$ cat src/rtl/lcd_pkg.sv
// Shared definitions for the HD44780 controller: FSM encoding, opcodes,
// panel command bytes and the opcode mnemonic table.
package lcd_pkg;

    typedef enum logic [2:0] {
        PWR_WAIT, INIT, IDLE, CONV, WRITE, EN_HI, EN_WAIT
    } lcd_state_e;

    typedef enum logic [2:0] {
        OP_LOAD = 3'd0, OP_ADD, OP_ADDI, OP_SUB, OP_SUBI, OP_MUL, OP_CLR, OP_DISP
    } lcd_opcode_e;

    localparam logic [7:0] CMD_FUNC_SET = 8'h38;
    localparam logic [7:0] CMD_DISP_ON  = 8'h0C;
    localparam logic [7:0] CMD_CLEAR    = 8'h01;
    localparam logic [7:0] CMD_ENTRY    = 8'h06;
    localparam logic [7:0] CMD_LINE1    = 8'h80;
    localparam logic [7:0] CMD_LINE2    = 8'hC0;

    localparam logic [3:0][7:0] INIT_CMDS = {CMD_ENTRY, CMD_CLEAR, CMD_DISP_ON, CMD_FUNC_SET};

    // Element 0 is the last entry of the concatenation, so this indexes by opcode.
    localparam logic [7:0][31:0] MNEM_TBL = {"DISP", "CLR ", "MUL ", "SUBI",
                                             "SUB ", "ADDI", "ADD ", "LOAD"};

    localparam int BCD_DIGITS = 5;

    function automatic logic [7:0] mnem_char(input logic [2:0] op, input logic [1:0] pos);
        logic [31:0] word;
        word = MNEM_TBL[op];
        return word[{~pos, 3'b000} +: 8];
    endfunction

    function automatic logic [7:0] dig_char(input logic [3:0] d);
        return 8'h30 + {4'h0, d};
    endfunction

endpackage

$ cat src/rtl/module_lcd_bin2bcd.sv
// Sequential double-dabble: 16-bit binary to five BCD digits, one shift per cycle,
// done pulses one cycle after the sixteenth shift.
module module_lcd_bin2bcd
    import lcd_pkg::*;
(
    input  logic        clk_i,
    input  logic        rst_i,
    input  logic        start_i,
    input  logic [15:0] bin_i,
    output logic [19:0] bcd_o,
    output logic        done_o
);
    logic [35:0] sr_q, sr_d, adj, shifted;
    logic [3:0]  cnt_q, cnt_d;
    logic        busy_q, busy_d, done_q, done_d;
    logic [19:0] bcd_q, bcd_d;

    always_comb begin
        adj = sr_q;
        for (int d = 0; d < BCD_DIGITS; d++) begin
            if (sr_q[16 + 4*d +: 4] >= 4'd5) adj[16 + 4*d +: 4] = sr_q[16 + 4*d +: 4] + 4'd3;
        end
        shifted = adj << 1;
        sr_d    = sr_q;
        cnt_d   = cnt_q;
        busy_d  = busy_q;
        done_d  = 1'b0;
        bcd_d   = bcd_q;
        if (start_i && !busy_q) begin
            sr_d   = {20'd0, bin_i};
            cnt_d  = 4'd0;
            busy_d = 1'b1;
        end else if (busy_q) begin
            sr_d  = shifted;
            cnt_d = cnt_q + 4'd1;
            if (cnt_q == 4'd15) begin
                busy_d = 1'b0;
                done_d = 1'b1;
                bcd_d  = shifted[35:16];
            end
        end
    end

    always_ff @(posedge clk_i) begin
        if (rst_i) begin
            sr_q   <= '0;
            cnt_q  <= '0;
            busy_q <= 1'b0;
            done_q <= 1'b0;
            bcd_q  <= '0;
        end else begin
            sr_q   <= sr_d;
            cnt_q  <= cnt_d;
            busy_q <= busy_d;
            done_q <= done_d;
            bcd_q  <= bcd_d;
        end
    end

    assign bcd_o  = bcd_q;
    assign done_o = done_q;

endmodule

$ cat src/rtl/module_lcd_ctrl.sv
// HD44780 8-bit write-only controller: power-up init, then a 34-byte two-line frame
// (mnemonic/register, signed value) per request. LCD_FAST_SIM_EN shrinks all delays.
module module_lcd_ctrl
    import lcd_pkg::*;
#(
    parameter int CLK_HZ = 50_000_000
) (
    input  logic        clk,
    input  logic        rst,
    input  logic        lcd_update,
    input  logic [2:0]  lcd_opcode,
    input  logic [3:0]  lcd_reg_idx,
    input  logic [15:0] lcd_value,
    output logic        lcd_busy,
    output logic [7:0]  LCD_DATA,
    output logic        LCD_RS,
    output logic        LCD_RW,
    output logic        LCD_EN,
    output logic        LCD_ON
);
`ifdef LCD_FAST_SIM_EN
    localparam logic [31:0] T_PWR = 32'd16;
    localparam logic [31:0] T_EN  = 32'd2;
    localparam logic [31:0] T_CMD = 32'd4;
    localparam logic [31:0] T_CLR = 32'd8;
`else
    localparam logic [63:0] HZ    = 64'(CLK_HZ);
    localparam logic [31:0] T_PWR = 32'((HZ * 64'd20 + 64'd999) / 64'd1000);
    localparam logic [31:0] T_EN  = 32'((HZ + 64'd999_999) / 64'd1_000_000);
    localparam logic [31:0] T_CMD = 32'((HZ * 64'd50 + 64'd999_999) / 64'd1_000_000);
    localparam logic [31:0] T_CLR = 32'((HZ * 64'd2 + 64'd999) / 64'd1000);
`endif

    lcd_state_e  state_q, state_d;
    logic [31:0] dly_q, dly_d, wait_len;
    logic [5:0]  byte_q, byte_d;
    logic        wr_phase_q, wr_phase_d;
    logic [2:0]  op_q;
    logic [3:0]  reg_q;
    logic [15:0] val_q, abs_val;
    logic [19:0] bcd;
    logic        bcd_done, bcd_start, accept, last_byte, xfer;
    logic [7:0]  cur_byte;
    logic        cur_rs;
    logic [3:0]  l1pos, l2pos;

    assign accept    = (state_q == IDLE) && lcd_update;
    assign abs_val   = val_q[15] ? (~val_q + 16'd1) : val_q;
    assign bcd_start = (state_q == CONV) && (dly_q == 32'd0);
    assign last_byte = wr_phase_q ? (byte_q == 6'd33) : (byte_q == 6'd3);
    assign xfer      = (state_q == INIT) || (state_q == WRITE) ||
                       (state_q == EN_HI) || (state_q == EN_WAIT);
    assign wait_len  = (!cur_rs && cur_byte == CMD_CLEAR) ? T_CLR : T_CMD;

    module_lcd_bin2bcd u_bcd (
        .clk_i   (clk),
        .rst_i   (rst),
        .start_i (bcd_start),
        .bin_i   (abs_val),
        .bcd_o   (bcd),
        .done_o  (bcd_done)
    );

    // Byte under transfer: init command, or frame byte 0..33 (0x80, line 1, 0xC0, line 2).
    always_comb begin
        cur_byte = 8'h20;
        cur_rs   = 1'b1;
        l1pos    = 4'(byte_q - 6'd1);
        l2pos    = 4'(byte_q - 6'd18);
        if (!wr_phase_q) begin
            cur_byte = INIT_CMDS[byte_q[1:0]];
            cur_rs   = 1'b0;
        end else if (byte_q == 6'd0) begin
            cur_byte = CMD_LINE1;
            cur_rs   = 1'b0;
        end else if (byte_q == 6'd17) begin
            cur_byte = CMD_LINE2;
            cur_rs   = 1'b0;
        end else if (byte_q < 6'd17) begin
            if (l1pos < 4'd4)       cur_byte = mnem_char(op_q, l1pos[1:0]);
            else if (l1pos == 4'd5) cur_byte = "R";
            else if (l1pos == 4'd6) cur_byte = (reg_q >= 4'd10) ? "1" : "0";
            else if (l1pos == 4'd7) cur_byte = dig_char((reg_q >= 4'd10) ? reg_q - 4'd10 : reg_q);
        end else begin
            case (l2pos)
                4'd0:    cur_byte = val_q[15] ? "-" : "+";
                4'd1:    cur_byte = dig_char(bcd[19:16]);
                4'd2:    cur_byte = dig_char(bcd[15:12]);
                4'd3:    cur_byte = dig_char(bcd[11:8]);
                4'd4:    cur_byte = dig_char(bcd[7:4]);
                4'd5:    cur_byte = dig_char(bcd[3:0]);
                default: cur_byte = 8'h20;
            endcase
        end
    end

    always_ff @(posedge clk) begin
        if (rst) state_q <= PWR_WAIT;
        else     state_q <= state_d;
    end

    always_comb begin
        state_d = state_q;
        unique case (state_q)
            PWR_WAIT: if (dly_q == T_PWR - 32'd1) state_d = INIT;
            INIT:     state_d = EN_HI;
            IDLE:     if (lcd_update) state_d = CONV;
            CONV:     if (bcd_done) state_d = WRITE;
            WRITE:    state_d = EN_HI;
            EN_HI:    if (dly_q == T_EN - 32'd1) state_d = EN_WAIT;
            EN_WAIT: begin
                if (dly_q == wait_len - 32'd1) begin
                    if (last_byte)       state_d = IDLE;
                    else if (wr_phase_q) state_d = WRITE;
                    else                 state_d = INIT;
                end
            end
            default:  state_d = PWR_WAIT;
        endcase
    end

    always_comb begin
        lcd_busy = (state_q != IDLE);
        LCD_EN   = (state_q == EN_HI);
        LCD_RW   = 1'b0;
        LCD_ON   = 1'b1;
        LCD_RS   = 1'b0;
        LCD_DATA = 8'h00;
        if (xfer) begin
            LCD_RS   = cur_rs;
            LCD_DATA = cur_byte;
        end
    end

    // Delay counter restarts on every state change; byte counter holds at its last index.
    always_comb begin
        dly_d      = (state_d != state_q || state_q == IDLE) ? 32'd0 : dly_q + 32'd1;
        byte_d     = byte_q;
        wr_phase_d = wr_phase_q;
        if (accept) begin
            byte_d     = 6'd0;
            wr_phase_d = 1'b1;
        end else if (state_q == EN_WAIT && state_d != EN_WAIT && !last_byte) begin
            byte_d = byte_q + 6'd1;
        end
    end

    always_ff @(posedge clk) begin
        if (rst) begin
            dly_q      <= '0;
            byte_q     <= '0;
            wr_phase_q <= 1'b0;
            op_q       <= '0;
            reg_q      <= '0;
            val_q      <= '0;
        end else begin
            dly_q      <= dly_d;
            byte_q     <= byte_d;
            wr_phase_q <= wr_phase_d;
            if (accept) begin
                op_q  <= lcd_opcode;
                reg_q <= lcd_reg_idx;
                val_q <= lcd_value;
            end
        end
    end

endmodule

$ cat config.mk
export PLATFORM = sky130hd
export DESIGN_NAME = module_lcd_ctrl
export DESIGN_NICKNAME = d
export VERILOG_FILES = /design/src/rtl/lcd_pkg.sv /design/src/rtl/module_lcd_bin2bcd.sv /design/src/rtl/module_lcd_ctrl.sv
export SDC_FILE = /design/constraint.sdc
export NUM_CORES = 1
export LEC_CHECK = 0
export CORE_ASPECT_RATIO = 1.75
export CORE_MARGIN = 1.5
export CORE_UTILIZATION = 35
export CTS_CLUSTER_SIZE = 12
export DETAILED_ROUTE_END_ITERATION = 10
export SETUP_SLACK_MARGIN = 0.1
export SYNTH_ARGS = -nofsm -noshare
export SYNTH_HDL_FRONTEND = slang
export SYNTH_SLANG_ARGS = --single-unit
$ cat constraint.sdc
create_clock -name clk -period 8.4 [get_ports clk]
set_clock_uncertainty 0.1 [all_clocks]
set_input_delay 1.68 -clock clk [delete_from_list [all_inputs] [get_ports clk]]
set_output_delay 1.68 -clock clk [all_outputs]
set_load 0.01 [all_outputs]
==> results.rst, run 1 <==
.. list-table::
   :header-rows: 1

   * - Metric
     - Value
   * - Hold depth
     - 2
   * - Clock root cell
     - clkbuf_16
   * - Count of mapped cells out of synthesis
     - 931
   * - Die Ht
     - slightly below 200 microns
   * - Number of buffers created by CTS
     - 17
   * - Netlist Area Pre-Place
     - between 7000 and 8000 sq um
   * - Clk pin slew, worst setup/hold paths
     - about 0.060 ns
   * - Final hold slack
     - around 0.37 ns
   * - Element type at the critical path start
     - flip-flop
   * - Per-cell via count in the routed design
     - roughly 5.1
   * - Number of global-route vias before repair
     - 6119
   * - Post-synth EDFFs
     - 0
   * - Horizontal die dimension
     - roughly 110 microns
   * - Unrepaired setup endpoints after global routing
     - false
   * - Path class of the lowest-slack min-delay path
     - flip-flop to flip-flop
   * - Global-route total usage across every layer
     - 0.1674
   * - Sort of element at the end of the critical path
     - output pin
   * - Top FF cell, synth
     - dfxtp_1
   * - Antenna Violating Nets Remaining
     - 0
   * - Synthesized net count
     - approximately 990
   * - Final Cell Area
     - between 8000 and 9000 sq um
   * - Routability congestion estimate
     - ~0.89
   * - Clk_lat worst skew
     - around 0.42 ns
   * - Setup slack on the worst flop-to-flop path
     - about 5 ns
   * - Part of the total power dissipated in the clock network
     - 0.470
   * - # diodes
     - 0
   * - Met2 global-route usage
     - 0.3078
   * - Number of hold buffers added after cts
     - 0
   * - Number of nets in the finished design
     - approximately 1000
   * - Switching Share
     - 0.2528
   * - I/O pin cnt
     - 39
   * - Synth warn
     - 0
   * - Layout Area Growth over Synthesis
     - 15.17%
   * - Initial DRT Pass Iterations
     - 5
   * - Worst slack, placed
     - around 3.6 ns
   * - Mean cell area of the mapped netlist
     - approximately 8.2 sq um
   * - Type of the worst setup path
     - flip-flop to output pin
   * - Area of the placeable core
     - between 20000 and 25000 sq um
   * - Total power divided by cell area
     - 192.7 nW/um^2
   * - Worst hold path startpoint
     - u_bcd.sr_q[11]$_SDFFE_PP0P_
   * - Largest net degree at the start of global routing
     - 59
   * - Internal power
     - approximately 1.3 mW
   * - Sequential area share after synthesis
     - 0.3826
   * - Remaining routing DRC violations
     - 0
   * - DRT iter0 DRCs
     - around 520
   * - Crit Reg-Reg Endpoint
     - dly_q[29]$_SDFF_PP0_
   * - CP Data Required Time
     - between 6 and 7 ns
   * - Critical path peak fanout
     - 15
   * - Final setup TNS
     - 0 ns
   * - Average routed wire per standard cell
     - around 15 microns
   * - Most frequent standard cell in the layout excluding fill and tap cells
     - dfxtp_1
   * - Proportion of layout cells with a drive suffix above 1
     - 0.1008
   * - Setup violation total in the final timing report
     - 0
   * - Leakage dissipation
     - ~3.0 nW
   * - Met3 track demand over resource
     - 0.02590
   * - Clock tree from TritonCTS
     - built
   * - Overflow left after global routing
     - 0
   * - Setup slack after layout
     - around 3.1 ns
   * - Max_slew headroom
     - 0.2440
   * - Clock buffer depth
     - 2
   * - Distinct cells, synth
     - 70
   * - Detail Placement HPWL
     - 13.03 mm
   * - Count of endpoints failing hold in the final timing report
     - 0
   * - Global-route wire length before repair
     - 29.89 mm
   * - Max Clk Rate
     - ~0.19 GHz
   * - IO buf count
     - 36
   * - Synthesized flop and latch total
     - 146
   * - Cell Area, Placed
     - 8184 sq um
   * - Most congested layer reported by global routing
     - met2
   * - CTS HTree Levels
     - 4
   * - Outcome
     - complete, no violations
   * - Final cycle utilization of the critical path
     - 0.6251
   * - Shortest period the worst path allows
     - around 5.3 ns
   * - Combinational group share of total power
     - 0.106
   * - Transition time at the pin with the least slew margin
     - roughly 1.1 ns
   * - Antenna violations before repair
     - 0
   * - Maximum VDD drop
     - roughly 0.14 mV
   * - Post-CTS resize count
     - 0
   * - Top library cells by usage in the layout, fill and taps aside
     - dfxtp_1 (145), nand2_1 (132), nor2_1 (90), a21oi_1 (86), inv_1 (37)
   * - Number of sinks handled by clock tree synthesis
     - between 100 and 150
   * - Critical Path AT
     - 3.47 ns
   * - Count of vias placed by the detailed router
     - 6303
   * - Sequential group share of total power
     - 0.424
   * - Full die area
     - about 23000 sq um
   * - Utilization of the core after routing
     - 0.4093
   * - Post-CTS setup buffer count
     - 0
   * - R2r startpoint
     - byte_q[0]$_SDFFE_PP0P_
   * - Global Route met1 Usage
     - 0.1779
   * - Net switching power figure
     - 428.6 uW
   * - Post-synth ARST share
     - 0
   * - Hold-critical path endpoint
     - u_bcd.sr_q[12]$_SDFFE_PP0P_
   * - Count of maximum capacitance violations
     - 0
   * - Effective utilization at floorplan
     - 0.3554
   * - Max Transition Viols Final
     - 0
   * - Fillers
     - between 2000 and 2500
   * - Reg2Reg Depth
     - 10
   * - Cell Rows
     - 71
   * - Detailed Route WL
     - 18.26 mm
metrics by stage:
stage               power, mW  std cells
floorplan              0.8718        931
global placement       0.9147       1213
detailed placement     0.9157       1213
CTS                     1.714       1244
global route            1.756       1244
finish                  1.695       1244
critical path, stage by stage, from the launching register on:
cell and delay (ns):
dfxtp_1 0.67, inv_1 0.29, ha_1 0.30, xor2_1 0.17, nor2b_1 0.40, o2111ai_1 0.19
a21o_1 0.20, nand3_1 0.10, o2111a_1 0.19, clkdlybuf4s50_1 0.53
cell usage after synthesis, types with 26 or more instances:
| cell | instances | area share |
|---|---|---|
| nor2_2 | 30 | 0.025 |
| dfxtp_1 | 146 | 0.38 |
| inv_1 | 37 | 0.018 |
| o21ai_0 | 30 | 0.020 |
| clkbuf_1 | 40 | 0.020 |
| a21oi_1 | 86 | 0.056 |
| nand3_1 | 27 | 0.018 |
| mux2i_1 | 26 | 0.034 |
| nor2_1 | 90 | 0.044 |
| nand2_1 | 132 | 0.065 |
| ha_1 | 32 | 0.052 |
| xor2_1 | 35 | 0.040 |
logic make-up after synthesis:
group                      count (synthesis)  share of synthesized area
adders and majority gates                 32                    0.05241
buffers and inverters                     90                    0.04897
muxes                                     33                    0.05028
xor gates and xnor gates                  57                    0.06534
DFF                                      146                     0.3826
and+or+nand+nor                          381                     0.2444
AOI/OAI and AO/OA                        190                     0.1551
other                                      2                  0.0009830
power groups by stage:
stage | clock [mW] | sequential (mW) | combinational [mW]
global route | 0.837 | 0.721 | 0.199
CTS | 0.813 | 0.719 | 0.182
floorplan | 0 | 0.719 | 0.153
detailed placement | 0 | 0.734 | 0.182
finish | 0.796 | 0.719 | 0.180
global placement | 0 | 0.734 | 0.180
per-layer routing:
metal / routed length [microns] / vias to the layer above
met5: 0 / -
met4: 799 / 0
met3: 344 / 39
met2: 9689 / 87
met1: 7425 / 2958
li1: - / 3219
final cells by class:
| class | instances | area [sq um] | share of cell area |
|---|---|---|---|
| multi-input cells | 695 | 4348 | 0.4942 |
| flip-flops and latches | 146 | 2924 | 0.3323 |
| clock buffers | 19 | 432.9 | 0.04920 |
| repair buffers | 43 | 407.9 | 0.04636 |
| well taps | 292 | 365.4 | 0.04152 |
| clock inverters | 12 | 181.4 | 0.02062 |
| inverters | 37 | 138.9 | 0.01578 |
how the worst max path moves through the flow:
stage | startpoint | end | slack, ns | cells after the start
after global placement | byte_q[0]$_SDFFE_PP0P_ | LCD_DATA[3] | 3.63 | 9
after detailed placement | byte_q[0]$_SDFFE_PP0P_ | LCD_DATA[0] | 3.62 | 8
after floorplan | byte_q[0]$_SDFFE_PP0P_ | LCD_DATA[0] | 4.14 | 9
after CTS | byte_q[0]$_SDFFE_PP0P_ | LCD_DATA[3] | 3.16 | 9
after global routing | byte_q[0]$_SDFFE_PP0P_ | LCD_DATA[6] | 2.89 | 9
final | byte_q[0]$_SDFFE_PP0P_ | LCD_DATA[3] | 3.15 | 9
Note: power is estimated with default switching activity, not from simulation.
==> run 2: changes to the inputs <==
==> constraint.sdc (replaced) <==
create_clock -name clk -period 5.05 [get_ports clk]
set_clock_uncertainty 0.1 [all_clocks]
set_input_delay 1.01 -clock clk [delete_from_list [all_inputs] [get_ports clk]]
set_output_delay 1.01 -clock clk [all_outputs]
set_load 0.01 [all_outputs]
==> run 2 against run 1 <==
Compared with the run above:
- worst setup slack lost 2.4 ns
- clock-buffer cell count shrank 1
- die area is the same
- register-to-register slack lost 3.2 ns
- critical path depth grew 1
==> results.rst, run 2 (synthesis results as in run 1) <==
.. list-table::
   :header-rows: 1

   * - Metric
     - Value
   * - Number of sinks handled by clock tree synthesis
     - 146
   * - Post-CTS setup buffer count
     - 0
   * - Clock buffer depth
     - 2
   * - Number of hold buffers added after cts
     - 0
   * - Average routed wire per standard cell
     - 14.71 microns
   * - Die Ht
     - 198.4 microns
   * - Layout Area Growth over Synthesis
     - 15.59%
   * - Overflow left after global routing
     - 0
   * - Hold-critical path endpoint
     - u_bcd.bcd_o[14]$_SDFFE_PP0P_
   * - Number of global-route vias before repair
     - 6127
   * - Global-route total usage across every layer
     - 0.1707
   * - Global-route wire length before repair
     - just over 30 mm
   * - Setup slack on the worst flop-to-flop path
     - ~1.8 ns
   * - Fillers
     - 2225
   * - Routability congestion estimate
     - a little under 0.9
   * - Area of the placeable core
     - about 21000 sq um
   * - Antenna violations before repair
     - 0
   * - IO buf count
     - 36
   * - Effective utilization at floorplan
     - 0.3554
   * - Final cycle utilization of the critical path
     - 0.8575
   * - Per-cell via count in the routed design
     - roughly 5
   * - Detail Placement HPWL
     - about 13 mm
   * - Proportion of layout cells with a drive suffix above 1
     - 0.1076
   * - Cell Rows
     - 71
   * - # diodes
     - 0
   * - Critical Path AT
     - 3.22 ns
   * - Total power divided by cell area
     - ~320 nW/um^2
   * - I/O pin cnt
     - 39
   * - CTS HTree Levels
     - 4
   * - Post-CTS resize count
     - 0
   * - Maximum VDD drop
     - 0.2460 mV
   * - Clock root cell
     - clkbuf_16
   * - Top library cells by usage in the layout, fill and taps aside
     - dfxtp_1 (145), nand2_1 (132), nor2_1 (90), a21oi_1 (86), inv_1 (37)
   * - Clock tree from TritonCTS
     - built
   * - Leakage dissipation
     - a little over 3 nW
   * - Unrepaired setup endpoints after global routing
     - false
   * - Element type at the critical path start
     - flip-flop
   * - Final setup TNS
     - 0 ns
   * - DRT iter0 DRCs
     - between 400 and 500
   * - Outcome
     - complete, no violations
   * - Remaining routing DRC violations
     - 0
   * - Type of the worst setup path
     - flip-flop to output pin
   * - Antenna Violating Nets Remaining
     - 0
   * - Transition time at the pin with the least slew margin
     - just over 0.8 ns
   * - FF/Latch Area
     - 2924 sq um
   * - R2r startpoint
     - byte_q[0]$_SDFFE_PP0P_
   * - Number of nets in the finished design
     - 1002
   * - CP Data Required Time
     - 3.94 ns
   * - Count of vias placed by the detailed router
     - between 6000 and 7000
   * - Sort of element at the end of the critical path
     - output pin
   * - Setup violation total in the final timing report
     - 0
   * - Largest net degree at the start of global routing
     - around 60
   * - Initial DRT Pass Iterations
     - 5
   * - Hold depth
     - 2
   * - Count of endpoints failing hold in the final timing report
     - 0
   * - Most frequent standard cell in the layout excluding fill and tap cells
     - dfxtp_1
   * - Path class of the lowest-slack min-delay path
     - flip-flop to flip-flop
   * - Max Clk Rate
     - around 0.23 GHz
   * - Full die area
     - about 23000 sq um
   * - Max Transition Viols Final
     - 0
   * - Multi-input combinational cell area
     - 4348 sq um
   * - Shortest period the worst path allows
     - 4.330 ns
   * - Count of maximum capacitance violations
     - 0
   * - Clk_lat worst skew
     - approximately 0.42 ns
   * - Number of buffers created by CTS
     - 17
   * - Crit Reg-Reg Endpoint
     - dly_q[12]$_SDFF_PP0_
   * - Worst hold path startpoint
     - u_bcd.bcd_o[14]$_SDFFE_PP0P_
   * - Reg2Reg Depth
     - 11
   * - Worst slack, placed
     - between 1 and 1.5 ns
   * - Detailed Route WL
     - roughly 18 mm
   * - Setup slack after layout
     - between 0.7 and 0.8 ns
   * - Max_slew headroom
     - 0.4483
   * - Total power draw
     - between 2 and 3 mW
   * - Clk pin slew, worst setup/hold paths
     - around 0.060 ns
   * - Critical path peak fanout
     - 15
   * - Horizontal die dimension
     - 114.7 microns
-- run 2: power breakdown --
part	leakage (nW)	internal (mW)	total (mW)	switching, mW
sequential	1.18	1.16	1.20	0.0327
clock	0.296	0.799	1.33	0.526
combinational	1.56	0.121	0.307	0.186
-- run 2: worst max path at each step --
stage,to,startpoint,slack (ns),cells past startpoint
after detailed placement,LCD_DATA[3],byte_q[1]$_SDFFE_PP0P_,1.20,11
after floorplan,LCD_DATA[0],byte_q[0]$_SDFFE_PP0P_,1.46,9
after global placement,LCD_DATA[3],byte_q[1]$_SDFFE_PP0P_,1.20,11
final,LCD_DATA[3],byte_q[0]$_SDFFE_PP0P_,0.72,10
after global routing,LCD_DATA[6],byte_q[1]$_SDFFE_PP0P_,0.43,11
after CTS,LCD_DATA[3],byte_q[1]$_SDFFE_PP0P_,0.72,11
-- run 2: area by class of cell --
type                            instances  share of cell area
Tap cell                              292             0.04137
Timing Repair Buffer                   47             0.04959
Sequential cell                       146              0.3311
Multi-Input combinational cell        695              0.4923
Clock inverter                         14             0.02012
Clock buffer                           18             0.04973
Inverter                               37             0.01573
-- run 2: per-stage QoR --
stage	utilization	area, sq um	hold WS, ns	std cells
final	0.4108	8831	0.3621	1249
after global routing	0.4108	8831	0.3693	1249
after CTS	0.4108	8831	0.3646	1249
after detailed placement	0.3821	8214	0.3557	1217
after global placement	0.3821	8214	0.3460	1217
after floorplan	-	7640	0.3357	931
-- run 2: worst max-delay path, cell delays in order, from the launching register on --
cell	delay, ns
dfxtp_1	0.30
buf_4	0.18
inv_1	0.23
ha_1	0.24
xor2_1	0.21
nor2b_1	0.41
o2111ai_1	0.19
a21o_1	0.20
nand3_1	0.09
o2111a_1	0.19
clkdlybuf4s50_1	0.54
-- run 2: per-layer routing --
layer	share of wire	vias to the layer above	track usage
li1	-	3227	-
met1	0.40	2981	0.1811
met2	0.53	93	0.3169
met3	0.026	35	0.03230
met4	0.039	0	0.08519
met5	0	-	0
